<file path="config.mk">
export PLATFORM = sky130hd
export DESIGN_NAME = ls_unit_flat
export DESIGN_NICKNAME = d
export VERILOG_FILES = /design/src/rtl/ls_unit_if.sv /design/src/rtl/ls_unit.sv /design/src/flat_wrapper.sv
export SDC_FILE = /design/constraint.sdc
export NUM_CORES = 1
export LEC_CHECK = 0
export CAP_MARGIN = 10
export CORE_MARGIN = 2
export CORE_UTILIZATION = 49
export CTS_CLUSTER_DIAMETER = 30
export CTS_CLUSTER_SIZE = 28
export DETAILED_ROUTE_END_ITERATION = 16
export PLACE_DENSITY = 0.8
export REMOVE_ABC_BUFFERS = 1
export SYNTH_ARGS = -nofsm -noshare
export SYNTH_HDL_FRONTEND = slang
export SYNTH_SLANG_ARGS = --single-unit
</file>
<file path="constraint.sdc">
create_clock -name clk -period 9.4 [get_ports clk]
set_input_delay 1.88 -clock clk [delete_from_list [all_inputs] [get_ports clk]]
set_output_delay 1.88 -clock clk [all_outputs]
set_load 0.05 [all_outputs]
</file>
<file path="src/rtl/ls_unit_if.sv">
// Bundle of the load/store unit's issue, byte-memory and LS CDB signals.
// The slave modport is the unit's view; master is the surrounding pipeline/memory.
interface ls_unit_if #(
    parameter int TAG_W  = 6,
    parameter int NAME_W = 5,
    parameter int OP_W   = 4
);
    logic              LSworkEn;
    logic [31:0]       operandO;
    logic [31:0]       operandT;
    logic [31:0]       imm;
    logic [TAG_W-1:0]  wrtTag;
    logic [NAME_W-1:0] wrtName;
    logic [OP_W-1:0]   opCode;
    logic              LSreadEn;

    logic              mem_req;
    logic              mem_we;
    logic [31:0]       mem_addr;
    logic [7:0]        mem_wdata;
    logic              mem_gnt;
    logic [7:0]        mem_rdata;

    logic              enLSwrt;
    logic [TAG_W-1:0]  LStag;
    logic [31:0]       LSdata;

    modport master (
        output LSworkEn, operandO, operandT, imm, wrtTag, wrtName, opCode,
        input  LSreadEn,
        input  mem_req, mem_we, mem_addr, mem_wdata,
        output mem_gnt, mem_rdata,
        input  enLSwrt, LStag, LSdata
    );

    modport slave (
        input  LSworkEn, operandO, operandT, imm, wrtTag, wrtName, opCode,
        output LSreadEn,
        output mem_req, mem_we, mem_addr, mem_wdata,
        input  mem_gnt, mem_rdata,
        output enLSwrt, LStag, LSdata
    );
endinterface

</file>
<file path="src/rtl/ls_unit.sv">
// Load/store execution unit: one op at a time, byte-serial little-endian access
// over an 8-bit memory port, load results broadcast on the LS CDB.
module ls_unit #(
    parameter int                TAG_W     = 6,
    parameter int                NAME_W    = 5,
    parameter int                OP_W      = 4,
    parameter logic [TAG_W-1:0]  TAG_FREE  = '0,
    parameter logic [NAME_W-1:0] NAME_FREE = '0
) (
    input logic        clk,
    input logic        rst,
    ls_unit_if.slave   bus
);
    localparam logic [OP_W-1:0] OP_NOP = OP_W'(0);
    localparam logic [OP_W-1:0] OP_LB  = OP_W'(1);
    localparam logic [OP_W-1:0] OP_LH  = OP_W'(2);
    localparam logic [OP_W-1:0] OP_LW  = OP_W'(3);
    localparam logic [OP_W-1:0] OP_LBU = OP_W'(4);
    localparam logic [OP_W-1:0] OP_LHU = OP_W'(5);
    localparam logic [OP_W-1:0] OP_SB  = OP_W'(6);
    localparam logic [OP_W-1:0] OP_SH  = OP_W'(7);
    localparam logic [OP_W-1:0] OP_SW  = OP_W'(8);

    typedef enum logic [1:0] {IDLE, ACCESS, RDWAIT, DONE} state_t;

    // Index of the final byte of the access (size minus one).
    function automatic logic [1:0] last_idx(input logic [OP_W-1:0] op);
        case (op)
            OP_LH, OP_LHU, OP_SH: last_idx = 2'd1;
            OP_LW, OP_SW:         last_idx = 2'd3;
            default:              last_idx = 2'd0;
        endcase
    endfunction

    function automatic logic is_store(input logic [OP_W-1:0] op);
        is_store = (op == OP_SB) || (op == OP_SH) || (op == OP_SW);
    endfunction

    function automatic logic [31:0] extend(input logic [OP_W-1:0] op, input logic [31:0] r);
        case (op)
            OP_LB:   extend = {{24{r[7]}}, r[7:0]};
            OP_LH:   extend = {{16{r[15]}}, r[15:0]};
            OP_LBU:  extend = {24'd0, r[7:0]};
            OP_LHU:  extend = {16'd0, r[15:0]};
            default: extend = r;
        endcase
    endfunction

    state_t            state;
    logic [1:0]        cnt;
    logic [OP_W-1:0]   op_q;
    logic [31:0]       addr_q;
    logic [31:0]       sdata_q;
    logic [31:0]       res_q;
    logic [TAG_W-1:0]  tag_q;
    logic [NAME_W-1:0] name_q;
    logic              en_q;
    logic [TAG_W-1:0]  lstag_q;
    logic [31:0]       lsdata_q;
    logic [31:0]       res_nxt;

    always_comb begin
        res_nxt = res_q;
        res_nxt[{cnt, 3'b000} +: 8] = bus.mem_rdata;
    end

    // Handshake outputs are gated by rst so nothing leaks out during a reset cycle.
    assign bus.LSreadEn  = (state == IDLE) && !rst;
    assign bus.mem_req   = (state == ACCESS) && !rst;
    assign bus.mem_we    = (state == ACCESS) && is_store(op_q);
    assign bus.mem_addr  = addr_q + {30'd0, cnt};
    assign bus.mem_wdata = sdata_q[{cnt, 3'b000} +: 8];
    assign bus.enLSwrt   = en_q;
    assign bus.LStag     = lstag_q;
    assign bus.LSdata    = lsdata_q;

    always_ff @(posedge clk) begin
        if (rst) begin
            state    <= IDLE;
            cnt      <= 2'd0;
            en_q     <= 1'b0;
            lstag_q  <= TAG_FREE;
            lsdata_q <= 32'd0;
        end else begin
            en_q     <= 1'b0;
            lstag_q  <= TAG_FREE;
            lsdata_q <= 32'd0;
            case (state)
                IDLE: begin
                    if (bus.LSworkEn && bus.opCode != OP_NOP) begin
                        op_q    <= bus.opCode;
                        addr_q  <= bus.operandO + bus.imm;
                        sdata_q <= bus.operandT;
                        tag_q   <= bus.wrtTag;
                        name_q  <= bus.wrtName;
                        cnt     <= 2'd0;
                        state   <= ACCESS;
                    end
                end
                ACCESS: begin
                    if (bus.mem_gnt) begin
                        if (is_store(op_q)) begin
                            cnt <= cnt + 2'd1;
                            if (cnt == last_idx(op_q)) state <= DONE;
                        end else begin
                            state <= RDWAIT;
                        end
                    end
                end
                RDWAIT: begin
                    res_q <= res_nxt;
                    cnt   <= cnt + 2'd1;
                    if (cnt == last_idx(op_q)) begin
                        state <= DONE;
                        // Broadcast registers load on entry so they are valid exactly in DONE.
                        if (name_q != NAME_FREE) begin
                            en_q     <= 1'b1;
                            lstag_q  <= tag_q;
                            lsdata_q <= extend(op_q, res_nxt);
                        end
                    end else begin
                        state <= ACCESS;
                    end
                end
                default: state <= IDLE;
            endcase
        end
    end
endmodule

</file>
<file path="src/flat_wrapper.sv">
// flat-port wrapper written by rule: the top's interface ports become plain ports
module ls_unit_flat 
#(
    parameter int                TAG_W     = 6,
    parameter int                NAME_W    = 5,
    parameter int                OP_W      = 4,
    parameter logic [TAG_W-1:0]  TAG_FREE  = '0,
    parameter logic [NAME_W-1:0] NAME_FREE = '0
)
  (clk, rst, bus_LSworkEn, bus_operandO, bus_operandT, bus_imm, bus_wrtTag, bus_wrtName, bus_opCode, bus_LSreadEn, bus_mem_req, bus_mem_we, bus_mem_addr, bus_mem_wdata, bus_mem_gnt, bus_mem_rdata, bus_enLSwrt, bus_LStag, bus_LSdata);
  ls_unit_if #(.TAG_W(TAG_W), .NAME_W(NAME_W), .OP_W(OP_W)) bus_i ();
  input logic clk;
  input logic rst;
  input wire logic [$bits(bus_i.LSworkEn)-1:0] bus_LSworkEn;
  input wire logic [$bits(bus_i.operandO)-1:0] bus_operandO;
  input wire logic [$bits(bus_i.operandT)-1:0] bus_operandT;
  input wire logic [$bits(bus_i.imm)-1:0] bus_imm;
  input wire logic [$bits(bus_i.wrtTag)-1:0] bus_wrtTag;
  input wire logic [$bits(bus_i.wrtName)-1:0] bus_wrtName;
  input wire logic [$bits(bus_i.opCode)-1:0] bus_opCode;
  output wire logic [$bits(bus_i.LSreadEn)-1:0] bus_LSreadEn;
  output wire logic [$bits(bus_i.mem_req)-1:0] bus_mem_req;
  output wire logic [$bits(bus_i.mem_we)-1:0] bus_mem_we;
  output wire logic [$bits(bus_i.mem_addr)-1:0] bus_mem_addr;
  output wire logic [$bits(bus_i.mem_wdata)-1:0] bus_mem_wdata;
  input wire logic [$bits(bus_i.mem_gnt)-1:0] bus_mem_gnt;
  input wire logic [$bits(bus_i.mem_rdata)-1:0] bus_mem_rdata;
  output wire logic [$bits(bus_i.enLSwrt)-1:0] bus_enLSwrt;
  output wire logic [$bits(bus_i.LStag)-1:0] bus_LStag;
  output wire logic [$bits(bus_i.LSdata)-1:0] bus_LSdata;
  assign bus_i.LSworkEn = bus_LSworkEn;
  assign bus_i.operandO = bus_operandO;
  assign bus_i.operandT = bus_operandT;
  assign bus_i.imm = bus_imm;
  assign bus_i.wrtTag = bus_wrtTag;
  assign bus_i.wrtName = bus_wrtName;
  assign bus_i.opCode = bus_opCode;
  assign bus_LSreadEn = bus_i.LSreadEn;
  assign bus_mem_req = bus_i.mem_req;
  assign bus_mem_we = bus_i.mem_we;
  assign bus_mem_addr = bus_i.mem_addr;
  assign bus_mem_wdata = bus_i.mem_wdata;
  assign bus_i.mem_gnt = bus_mem_gnt;
  assign bus_i.mem_rdata = bus_mem_rdata;
  assign bus_enLSwrt = bus_i.enLSwrt;
  assign bus_LStag = bus_i.LStag;
  assign bus_LSdata = bus_i.LSdata;
  ls_unit #(.TAG_W(TAG_W), .NAME_W(NAME_W), .OP_W(OP_W), .TAG_FREE(TAG_FREE), .NAME_FREE(NAME_FREE)) u_core (.clk(clk), .rst(rst), .bus(bus_i));
endmodule
</file>
# == Yosys cells after proc, flatten, opt, wreduce, memory -nomap -nowiden ==
# Index checks and enable logic that the tools add are counted.
# totals
reg_bits,154
inputBits,123
out_inout_bits,82
wordCells,77
# classes
addsub,4
n_eq_ne,16
shift,3
muxes,20
n_bitwise,4
n_reduce_logical,19
# ops
operator,count
$pmux W32 S4,1
$add A32 B2 Y32,1
$add A32 B32 Y32,1
$bwmux W32,1
$shift A8 B7 Y32 const A,1
$shiftx A32 B6 Y8,1
$shiftx A8 B7 Y32,1
$mux W2,14
$eq A4 B3 Y1 const B,4
$pmux W2 S3,2
$eq A4 B2 Y1 const B,2
$neg A5 Y7,1
$ne A2 B2 Y1 const B,3
$reduce_and A3 Y1,2
$reduce_or A3 Y1,2
$reduce_bool A5 Y1,1
$eq A2 B2 Y1,2
$eq A4 B1 Y1 const B,1
$eq A4 B4 Y1 const B,1
$logic_and A1 B1 Y1,4
$not A1 Y1,4
$pmux W2 S2,1
$reduce_and A4 Y1,1
$reduce_bool A4 Y1,1
12 further kinds,13

# == Logic depth before layout (Yosys ltp) ==
# Gate-level depths: netlist of the first run.
# depth
ltp_word,12
mapped_depth,12
mapped_depth_nobuf,10

# == Worst setup path after synthesis of the first run ==
# No wires, ideal clock.
# synth_path
path_type,input to register
start,in bus_opCode[1]
end,reg u_core.addr_q[0] (enable)
setup_ns,0.631
arrival_ns,7.751
required_ns,8.769
path_slack_ns,1.018
cell_stages,2
n_path_buf,0
cell_sequence,o41ai_1 -> nor3b_1
# synth_between
elab_chain_len,3
# synth_rtl
element,line_no,source
"start, declared",flat_wrapper.sv:20,input wire logic [$bits(bus_i.opCode)-1:0] bus_opCode;
$reduce_bool A4 Y1,ls_unit.sv:90,if (bus.LSworkEn && bus.opCode != OP_NOP) begin
$logic_and A1 B1 Y1,ls_unit.sv:90,
$reduce_and A3 Y1 (no source line),n/a,
"end signal, assigned",ls_unit.sv:92,addr_q <= bus.operandO + bus.imm;
"end, declared",ls_unit.sv:52,logic [31:0] addr_q;
# No other way between the ends.
# A chain may end at the register's enable or synchronous reset.

# == Worst setup path after layout of the first run ==
# layout_path
start,reg u_core.cnt[0]
end,out bus_mem_addr[30]
# layout_between
elab_chain_len,1
# layout_rtl
element,line_no,source
"start, declared",ls_unit.sv:50,logic [1:0] cnt;
"start signal, assigned",ls_unit.sv:103,cnt <= cnt + 2'd1;
"start signal, assigned",ls_unit.sv:112,cnt <= cnt + 2'd1;
$add A32 B2 Y32,ls_unit.sv:71,"assign bus.mem_addr = addr_q + {30'd0, cnt};"
"end, declared",flat_wrapper.sv:24,output wire logic [$bits(bus_i.mem_addr)-1:0] bus_mem_addr;
# No other way between the ends.

==> results of run 1 <==
-- layout by cell type, fill, tap and decap left out, types with 3 or more instances in the layout --
cell type and count:
xnor2_1 42, inv_1 44, and3_1 10, clkbuf_1 4
a21oi_1 58, nand4_1 5, o21ai_1 3, nor2_1 29
o21ai_0 35, mux4_2 8, a221o_1 3, edfxtp_1 111
and2_1 10, o21bai_1 4, clkbuf_16 18, clkdlybuf4s50_1 204
ha_1 42, nand3_1 20, or3_1 4, nand2_1 83
nand3b_1 4, xor2_1 17, nor2b_1 15, nor3_1 7
nand2b_1 6, a21o_1 16, a31oi_1 9, buf_4 3
clkbuf_8 3, dfxtp_1 43, clkinv_2 5, a22o_1 8
-- metrics by stage --
stage,setup WS [ns],instances
after floorplan,1.018,681
after global placement,3.717,1104
after detailed placement,3.690,1104
after CTS,3.188,1136
after global routing,2.917,1136
final,3.185,1136
-- final timing paths --
kind | from | to
setup / recovery | u_core.cnt[0] | bus_mem_addr[30]
hold / removal | u_core.tag_q[2] | u_core.bus.LStag[2]
setup reg to reg | u_core.cnt[0] | u_core.bus.LSdata[22]
hold reg to reg | u_core.tag_q[2] | u_core.bus.LStag[2]
-- kinds of logic (layout without fill, tap and decap cells) --
logic type               count (synthesis)  after routing
XOR/XNOR                                59             59
AND/OR/NAND/NOR                        209            209
flip-flops                             154            154
multiplexers                             8              8
adder cells (fa/ha/maj)                 44             44
AO/OA/AOI/OAI                          163            163
buffers and inverters                   65            283
-- layout make-up --
type,instances,area [µm²],area share
multi-input cells,483,3374,0.3179
clock buffers,25,506.7,0.04774
clock inverters,7,40.04,0.003772
flip-flops and latches,154,4194,0.3951
well taps,216,270.3,0.02546
repair buffers,207,2064,0.1945
inverters,44,165.2,0.01556
-- worst max-delay path, delay by kind of cell, from the launching register on --
family / cells / cell delay, ns
and+or+nand+nor: 5 / 1.42
xor gates and xnor gates: 1 / 0.16
DFF: 1 / 0.92
adders and majority gates: 2 / 0.59
buffers and inverters: 1 / 0.82
-- synth_stat cells, types with 3 or more instances --
master	n
buf_2	5
o21ai_1	3
clkbuf_1	10
or3_1	4
inv_1	44
mux4_2	8
nand3b_1	4
a22o_1	8
a21oi_1	58
buf_1	3
dfxtp_1	43
nor2_1	29
a31oi_1	9
nand2b_1	6
o21bai_1	4
nor2b_1	16
o21ai_0	35
ha_1	42
nor3_1	7
a21o_1	16
edfxtp_1	111
nand3_1	20
nand2_1	83
xor2_1	17
a221o_1	3
and3_1	10
xnor2_1	42
and2_1	10
nand4_1	5
-- per-layer routing --
metal	global-route usage	routed length, µm	part of all wire
met1	0.2789	7511	0.41
met2	0.3816	9122	0.49
met3	0.06027	1397	0.075
met4	0.09074	435	0.024
met5	0	37	0.0020
-- state kept, by name, indices dropped and copies added, names as in the netlist, 2 cells and up --
signal	cells
u_core.addr_q	32
u_core.bus.LSdata	32
u_core.res_q	32
u_core.sdata_q	32
u_core.bus.LStag	6
u_core.tag_q	6
u_core.name_q	5
u_core.op_q	4
u_core.cnt	2
u_core.state	2
-- power by group --
part           internal [mW]  switching (mW)
combinational          0.285           0.444
clock                  0.373           0.254
sequential             0.842          0.0555
total                   1.50           0.753
==> results_dict.tcl, run 1 <==
set metrics [dict create \
    rsz0062_at_grt "false" \
    post-dp-hpwl_mm 14.15 \
    async_reset_ff_frac 0 \
    clock_latency_ns 0.41 \
    avgRoutedWirePerCell_um 16.29 \
    coreArea_um2 15770 \
    die_width_um 130.4 \
    cts_hold_buf 0 \
    period_minus_slack_ns 6.215 \
    finClkSkew_ns 0.009118 \
    grt_pass1_wl_mm 29.35 \
    fin_area_um2 10620 \
    total_power_mw 2.254 \
    ys_types 65 \
    ant_nets 0 \
    overflow 0 \
    dr.pass1.iters 4 \
    rr_worst_depth 9 \
    ys_seq_elements 154 \
    cp-end-kind "output pin" \
    synth-edff-count 111 \
    max_freq_mhz 160.9 \
    yosysWarnings 0 \
    crit_arrival_ns 4.34 \
    postCtsSetupBuffers 0 \
    area.growth.synth_to_final_pct 35.68 \
    fill_cells 1227 \
    syn_inst 702 \
    die_h_um 130.4 \
    drive_above_1_share 0.05761 \
    synth_top_family_by_area "compound AO/OA/AOI/OAI gates" \
    synth_area_leaders "edfxtp_1 (43%), dfxtp_1 (11%), ha_1 (6.7%)" \
    routed_wl_mm 18.50 \
    max_slew_margin 0.2440 \
    start_kind "flop" \
    yosysSeqAreaShare 0.5361 \
    final_core_util 0.6731 \
    initial_core_util 0.4961 \
    drt-vias-per-instance 5.284 \
    cts_htree_levels 4 \
    required_ns 7.52 \
    synthAdderAreaFrac 0.07229 \
    antenna_cells 0 \
    antenna_found_initial 3 \
    syn_avg_cell_area_um2 11.14 \
    slowest_delay_ns 0.92 \
    synth-compound-area-share 0.1363 \
    grt_use_total 0.2265 \
    grt_max_degree 65 \
    num_rows 46 \
    fin_hold_ws_ns 0.4401 \
    drcViolationCount 0 \
    hold_path_class "reg -> reg" \
    ir_worst_vdd_mv 0.1335 \
    syn-cell-area_um2 7824 \
    slew_viol_final 0 \
    p_per_area_nw_per_um2 212.3 \
    criticalPathCategory "reg -> out" \
    first_iter_violations 359 \
    path_cells "ha_1 -> fa_1 -> nand2_1 -> or2_2 -> nor3_1 -> nand2b_1 -> nor2_1 -> xor2_1 -> clkdlybuf4s50_1" \
    port_buffers 204 \
    grt_pass1_vias 5839 \
    synthSimpleGateAreaFrac 0.1327 \
    gp_congestion 0.8955 \
    hold_viol 0 \
    final_nets 1074 \
    drv_cap 0 \
    crit_slowest_cell "dfxtp_1" \
    netlist.area_leader.share 0.4260 \
    path_max_fanout 18 \
    dr_total_vias 6003 \
    setup_viol 0 \
    yosysTopAreaCell "edfxtp_1" \
    tns_ns 0 \
    placed_cell_area_um2 10070 \
    synth_mux_area_frac 0.02303 \
    post_cts_resize_count 0 \
    tightest_slew_ns 1.129 \
    clk_pin_slew_worst_paths_ns 0.06 \
    synth_flop_cell "edfxtp_1" \
    synth-xor-area-share 0.06605 \
    clkSinkCount 154 \
    cts_buffers 17 \
    leakage_nw 4.037 \
    outcome "completed" \
    fin_crit_sh 0.6612 \
    top_level_ports 205 \
    clockRootBuffer "clkbuf_16" \
    cts_max_path_buffers 2 \
    ff2ff_setup_slack_ns 5.96 \
    cts_tree "built" \
    worstHoldPathCells 1 \
    die-area_um2 16990 \
]
(Power assumes the default switching activity.)
==> inputs of run 2 (changes only) <==
==> constraint.sdc (replaced) <==
create_clock -name clk -period 6.1 [get_ports clk]
set_input_delay 1.22 -clock clk [delete_from_list [all_inputs] [get_ports clk]]
set_output_delay 1.22 -clock clk [all_outputs]
set_load 0.05 [all_outputs]
==> run 2 against run 1 <==
Against the previous run: clock power is 52% higher; die area unchanged; first-iteration DRC count rose by 1.9%; combinational power is 58% higher; critical path depth unchanged; final cell count is 0.26% higher; via count grew 0.65%; clock skew increased by 0.0013 ns; worst hold slack better by 0.0088 ns; register-to-register slack got worse by 2.8 ns.
==> results_dict.tcl, run 2 (synthesis gave the netlist of run 1 again) <==
set metrics [dict create \
    fin_hold_ws_ns 0.4489 \
    num_rows 46 \
    reg2reg_from "u_core.cnt[0]" \
    postCtsSetupBuffers 0 \
    grtUsageMet2 0.3720 \
    initial_core_util 0.4961 \
    port_buffers 204 \
    grt_pass1_wl_mm 28.39 \
    post_cts_resize_count 0 \
    place_ws_ns 1.924 \
    final_nets 1077 \
    setup_viol 0 \
    criticalPathCategory "reg -> out" \
    grt_pass1_vias 5778 \
    grt_use_total 0.2183 \
    dr_total_vias 6042 \
    top_level_ports 205 \
    overflow 0 \
    routed_wl_mm 18.10 \
    finClkSkew_ns 0.01042 \
    die_width_um 130.4 \
    area.growth.synth_to_final_pct 35.87 \
    outcome "completed" \
    clk_pin_slew_worst_paths_ns 0.07 \
    reg2reg_to "u_core.bus.LSdata[28]" \
    cp-end-kind "output pin" \
    crit_arrival_ns 3.44 \
    max_slew_margin 0.5187 \
    grtUsageMet1 0.2670 \
    clock_latency_ns 0.42 \
    worstHoldPathCells 1 \
    avgRoutedWirePerCell_um 15.89 \
    leakage_nw 4.045 \
    drv_cap 0 \
    p_per_area_nw_per_um2 325.1 \
    clockRootBuffer "clkbuf_16" \
    hold_start "u_core.tag_q[5]" \
    period_minus_slack_ns 4.660 \
    cts_max_path_buffers 2 \
    required_ns 4.88 \
    grt_use_met3 0.06765 \
    fin_crit_sh 0.7640 \
    cts_tree "built" \
    post-dp-hpwl_mm 13.76 \
    ir_worst_vdd_mv 0.1943 \
    coreArea_um2 15770 \
    die-area_um2 16990 \
    clkSinkCount 154 \
    start_kind "flop" \
    final_cell_mix "clkdlybuf4s50_1 (204), edfxtp_1 (111), nand2_1 (83)" \
    max_freq_mhz 214.6 \
    setup_ws_ns 1.440 \
    cts_htree_levels 4 \
    drive_above_1_share 0.06392 \
    grt_max_degree 49 \
    gp_congestion 0.9187 \
    busiest_layer "met2" \
    tightest_slew_ns 0.7126 \
    final_common_cell "clkdlybuf4s50_1" \
    antenna_found_initial 3 \
    ant_nets 0 \
    hold_path_class "reg -> reg" \
    hold_viol 0 \
    crit_start "u_core.addr_q[1]" \
    cts_hold_buf 0 \
    drcViolationCount 0 \
    total_power_mw 3.456 \
    hold_path_end "u_core.bus.LStag[5]" \
    first_iter_violations 366 \
    rr_worst_depth 10 \
    die_h_um 130.4 \
    cts_buffers 17 \
    path_max_fanout 5 \
    drt-vias-per-instance 5.305 \
    slew_viol_final 0 \
    antenna_cells 0 \
    rsz0062_at_grt "false" \
    ff2ff_setup_slack_ns 3.20 \
    dr.pass1.iters 6 \
]
-- run 2: worst max-delay path by stage --
stage	end	slack (ns)
after floorplan	u_core.addr_q[0]	-1.62
after global placement	bus_mem_addr[25]	1.94
after detailed placement	bus_mem_addr[28]	1.92
after CTS	bus_mem_addr[25]	1.41
after global routing	bus_mem_addr[25]	1.23
final	bus_mem_addr[25]	1.44
-- run 2: worst max-delay path: stages (launching register included) --
cell             delay [ns]
edfxtp_1               0.42
ha_1                   0.30
a21oi_1                0.07
nor2_1                 0.22
nand2_1                0.13
or2_2                  0.37
nor3_4                 0.29
nand3_1                0.14
xnor2_1                0.24
clkdlybuf4s50_1        0.85
-- run 2: final cells by class --
| class | instances | area (µm²) |
|---|---|---|
| repair buffers | 210 | 2087 |
| clock buffers | 17 | 425.4 |
| inverters | 44 | 165.2 |
| clock inverters | 15 | 113.9 |
| well taps | 216 | 270.3 |
| flip-flops and latches | 154 | 4194 |
| fillers | 1202 | 5140 |
| multi-input cells | 483 | 3374 |
-- run 2: power breakdown --
| group | switching (mW) | internal (mW) |
|---|---|---|
| clock | 0.427 | 0.527 |
| combinational | 0.703 | 0.445 |
| sequential | 0.0581 | 1.30 |
| total | 1.19 | 2.27 |
-- run 2: metal layers --
metal  share of wire  vias up
met5          0.0014        -
met1            0.41     2821
li1                -     2967
met3           0.070       26
met2            0.50      224
met4           0.016        4
-- run 2: stage by stage --
step | util | setup TNS (ns) | cells | instance area [µm²]
finish | 0.6741 | 0 | 1139 | 10630
global route | 0.6741 | 0 | 1139 | 10630
CTS | 0.6741 | 0 | 1139 | 10630
detailed placement | 0.6399 | 0 | 1107 | 10090
global placement | 0.6399 | 0 | 1107 | 10090
floorplan | - | -128.12 | 681 | 7726
==> inputs of run 3 (changes only) <==
--- a/config.mk
+++ b/config.mk
@@ -7,11 +7,11 @@
 export LEC_CHECK = 0
 export CAP_MARGIN = 10
 export CORE_MARGIN = 2
-export CORE_UTILIZATION = 49
+export CORE_UTILIZATION = 45
 export CTS_CLUSTER_DIAMETER = 30
 export CTS_CLUSTER_SIZE = 28
 export DETAILED_ROUTE_END_ITERATION = 16
-export PLACE_DENSITY = 0.8
+export PLACE_DENSITY = 0.78
 export REMOVE_ABC_BUFFERS = 1
 export SYNTH_ARGS = -nofsm -noshare
 export SYNTH_HDL_FRONTEND = slang
==> constraint.sdc (replaced) <==
create_clock -name clk -period 4 [get_ports clk]
set_input_delay 0.8 -clock clk [delete_from_list [all_inputs] [get_ports clk]]
set_output_delay 0.8 -clock clk [all_outputs]
set_load 0.05 [all_outputs]
==> run 3 against run 2 <==
Against the previous run: final cell count rose by 1.1%; via count decreased by 0.33%; count of clock-buffer cells in the layout up 6; worst hold slack got worse by 0.0054 ns; largest power group unchanged; worst setup slack got worse by 1.2 ns; clock power rose by 72%; sequential share of layout area shrank 1.2 points; power grew 61%; core utilization shrank 3.3 points; combinational power up 61%; global-route usage is 1.6 points lower; final area up 3.2%.
==> results_dict.tcl, run 3 (synthesis gave the netlist of run 1 again) <==
set metrics [dict create \
    crit_arrival_ns 2.92 \
    hold_viol 0 \
    clkSinkCount 154 \
    die_h_um 135.9 \
    max_freq_mhz 268.7 \
    ant_nets 0 \
    cts_max_path_buffers 2 \
    multi_input_area_um2 3374 \
    tightest_slew_ns 0.7333 \
    required_ns 3.20 \
    die-area_um2 18460 \
    grt_max_degree 60 \
    grt_pass1_wl_mm 28.64 \
    setup_viol 0 \
    coreArea_um2 17120 \
    drv_cap 0 \
    drive_above_1_share 0.08983 \
    cts_htree_levels 4 \
    fin_hold_ws_ns 0.4435 \
    clock_latency_ns 0.42 \
    leakage_nw 4.221 \
    cp-end-kind "output pin" \
    path_max_fanout 4 \
    antenna_found_initial 5 \
    cts_buffers 17 \
    cts_tree "built" \
    initial_core_util 0.4571 \
    finClkSkew_ns 0.006311 \
    port_buffers 204 \
    grt_use_total 0.2025 \
    dr_total_vias 6022 \
    postCtsSetupBuffers 0 \
    dp.cells 1117 \
    final_nets 1078 \
    clockRootBuffer "clkbuf_16" \
    fin_crit_sh 0.9302 \
    overflow 0 \
    fill_cells 1347 \
    area.growth.synth_to_final_pct 40.21 \
    ir_worst_vdd_mv 0.2996 \
    hold_path_class "reg -> reg" \
    clk_pin_slew_worst_paths_ns 0.06 \
    die_width_um 135.9 \
    start_kind "flop" \
    post_cts_resize_count 0 \
    num_rows 48 \
    criticalPathCategory "reg -> out" \
    avgRoutedWirePerCell_um 15.95 \
    dr.pass1.iters 4 \
    top_level_ports 205 \
    routed_wl_mm 18.36 \
    rsz0062_at_grt "false" \
    cts_hold_buf 0 \
    drt-vias-per-instance 5.232 \
    drcViolationCount 0 \
    post-dp-hpwl_mm 13.95 \
    slew_viol_final 0 \
    outcome "completed" \
    period_minus_slack_ns 3.721 \
    final_cell_mix "clkdlybuf4s50_1 (179), edfxtp_1 (111), nand2_1 (83)" \
    setup_ws_ns 0.2791 \
    final_cells 1151 \
    gp_congestion 0.9265 \
    final_common_cell "clkdlybuf4s50_1" \
    grt_pass1_vias 5922 \
    p_per_area_nw_per_um2 506.2 \
    final-seq-area_um2 4194 \
    max_slew_margin 0.5111 \
    first_iter_violations 449 \
    place_ws_ns 0.4533 \
]
[run 3: changes by cell type in the layout (fill, tap and decap cells not counted), sizes merged]
cell	change
buf	+26
clkdlybuf4s50	-25
inv	-7
clkbuf	+6
bufinv	+2
diode	+2
clkinvlp	-1
[run 3: final cells by class]
class | instances | area share
Tap cell | 225 | 0.02566
Clock inverter | 9 | 0.009581
Timing Repair Buffer | 211 | 0.2126
Clock buffer | 23 | 0.04665
Antenna cell | 2 | 0.0004563
Multi-Input combinational cell | 483 | 0.3076
Inverter | 44 | 0.01506
Sequential cell | 154 | 0.3823
[run 3: report_power, final]
part	switching (mW)	internal, mW	total (mW)
sequential	0.0889	1.98	2.07
combinational	1.10	0.747	1.85
clock	0.610	1.03	1.64
total	1.80	3.75	5.55
[run 3: worst paths after layout]
kind                                         endpoint       startpoint  slack (ns)  depth (start not counted)
worst min register to register    u_core.bus.LStag[5]  u_core.tag_q[5]        0.44                          1
worst max-delay path                 bus_mem_addr[24]    u_core.cnt[0]        0.28                          9
worst min-delay path              u_core.bus.LStag[5]  u_core.tag_q[5]        0.44                          1
worst max register to register  u_core.bus.LSdata[23]    u_core.cnt[0]        0.95                         10
[run 3: per-stage QoR]
stage	utilization	cell area (µm²)	TNS (ns)	power (mW)
floorplan	-	7726	-261.02	3.280
global placement	0.6045	10350	0	3.902
detailed placement	0.6045	10350	0	3.938
CTS	0.6406	10960	0	5.593
global route	0.6406	10960	0	5.806
finish	0.6409	10970	0	5.553
[run 3: per-layer routing]
metal | up-vias | GRT usage | share of wire | wire length (µm)
met5 | - | 0 | 0.0021 | 38
met4 | 6 | 0.06771 | 0.017 | 320
met3 | 31 | 0.08538 | 0.097 | 1772
met2 | 230 | 0.3552 | 0.50 | 9157
met1 | 2790 | 0.2209 | 0.38 | 7067
li1 | 2965 | - | - | -
[run 3: critical path, stage by stage (launching register included)]
cell      delay [ns]
dfxtp_1         0.37
ha_1            0.21
fa_1            0.26
nand2_1         0.06
or2_2           0.33
nor3_1          0.50
nand2b_1        0.19
nor2_1          0.15
xor2_1          0.25
buf_12          0.18
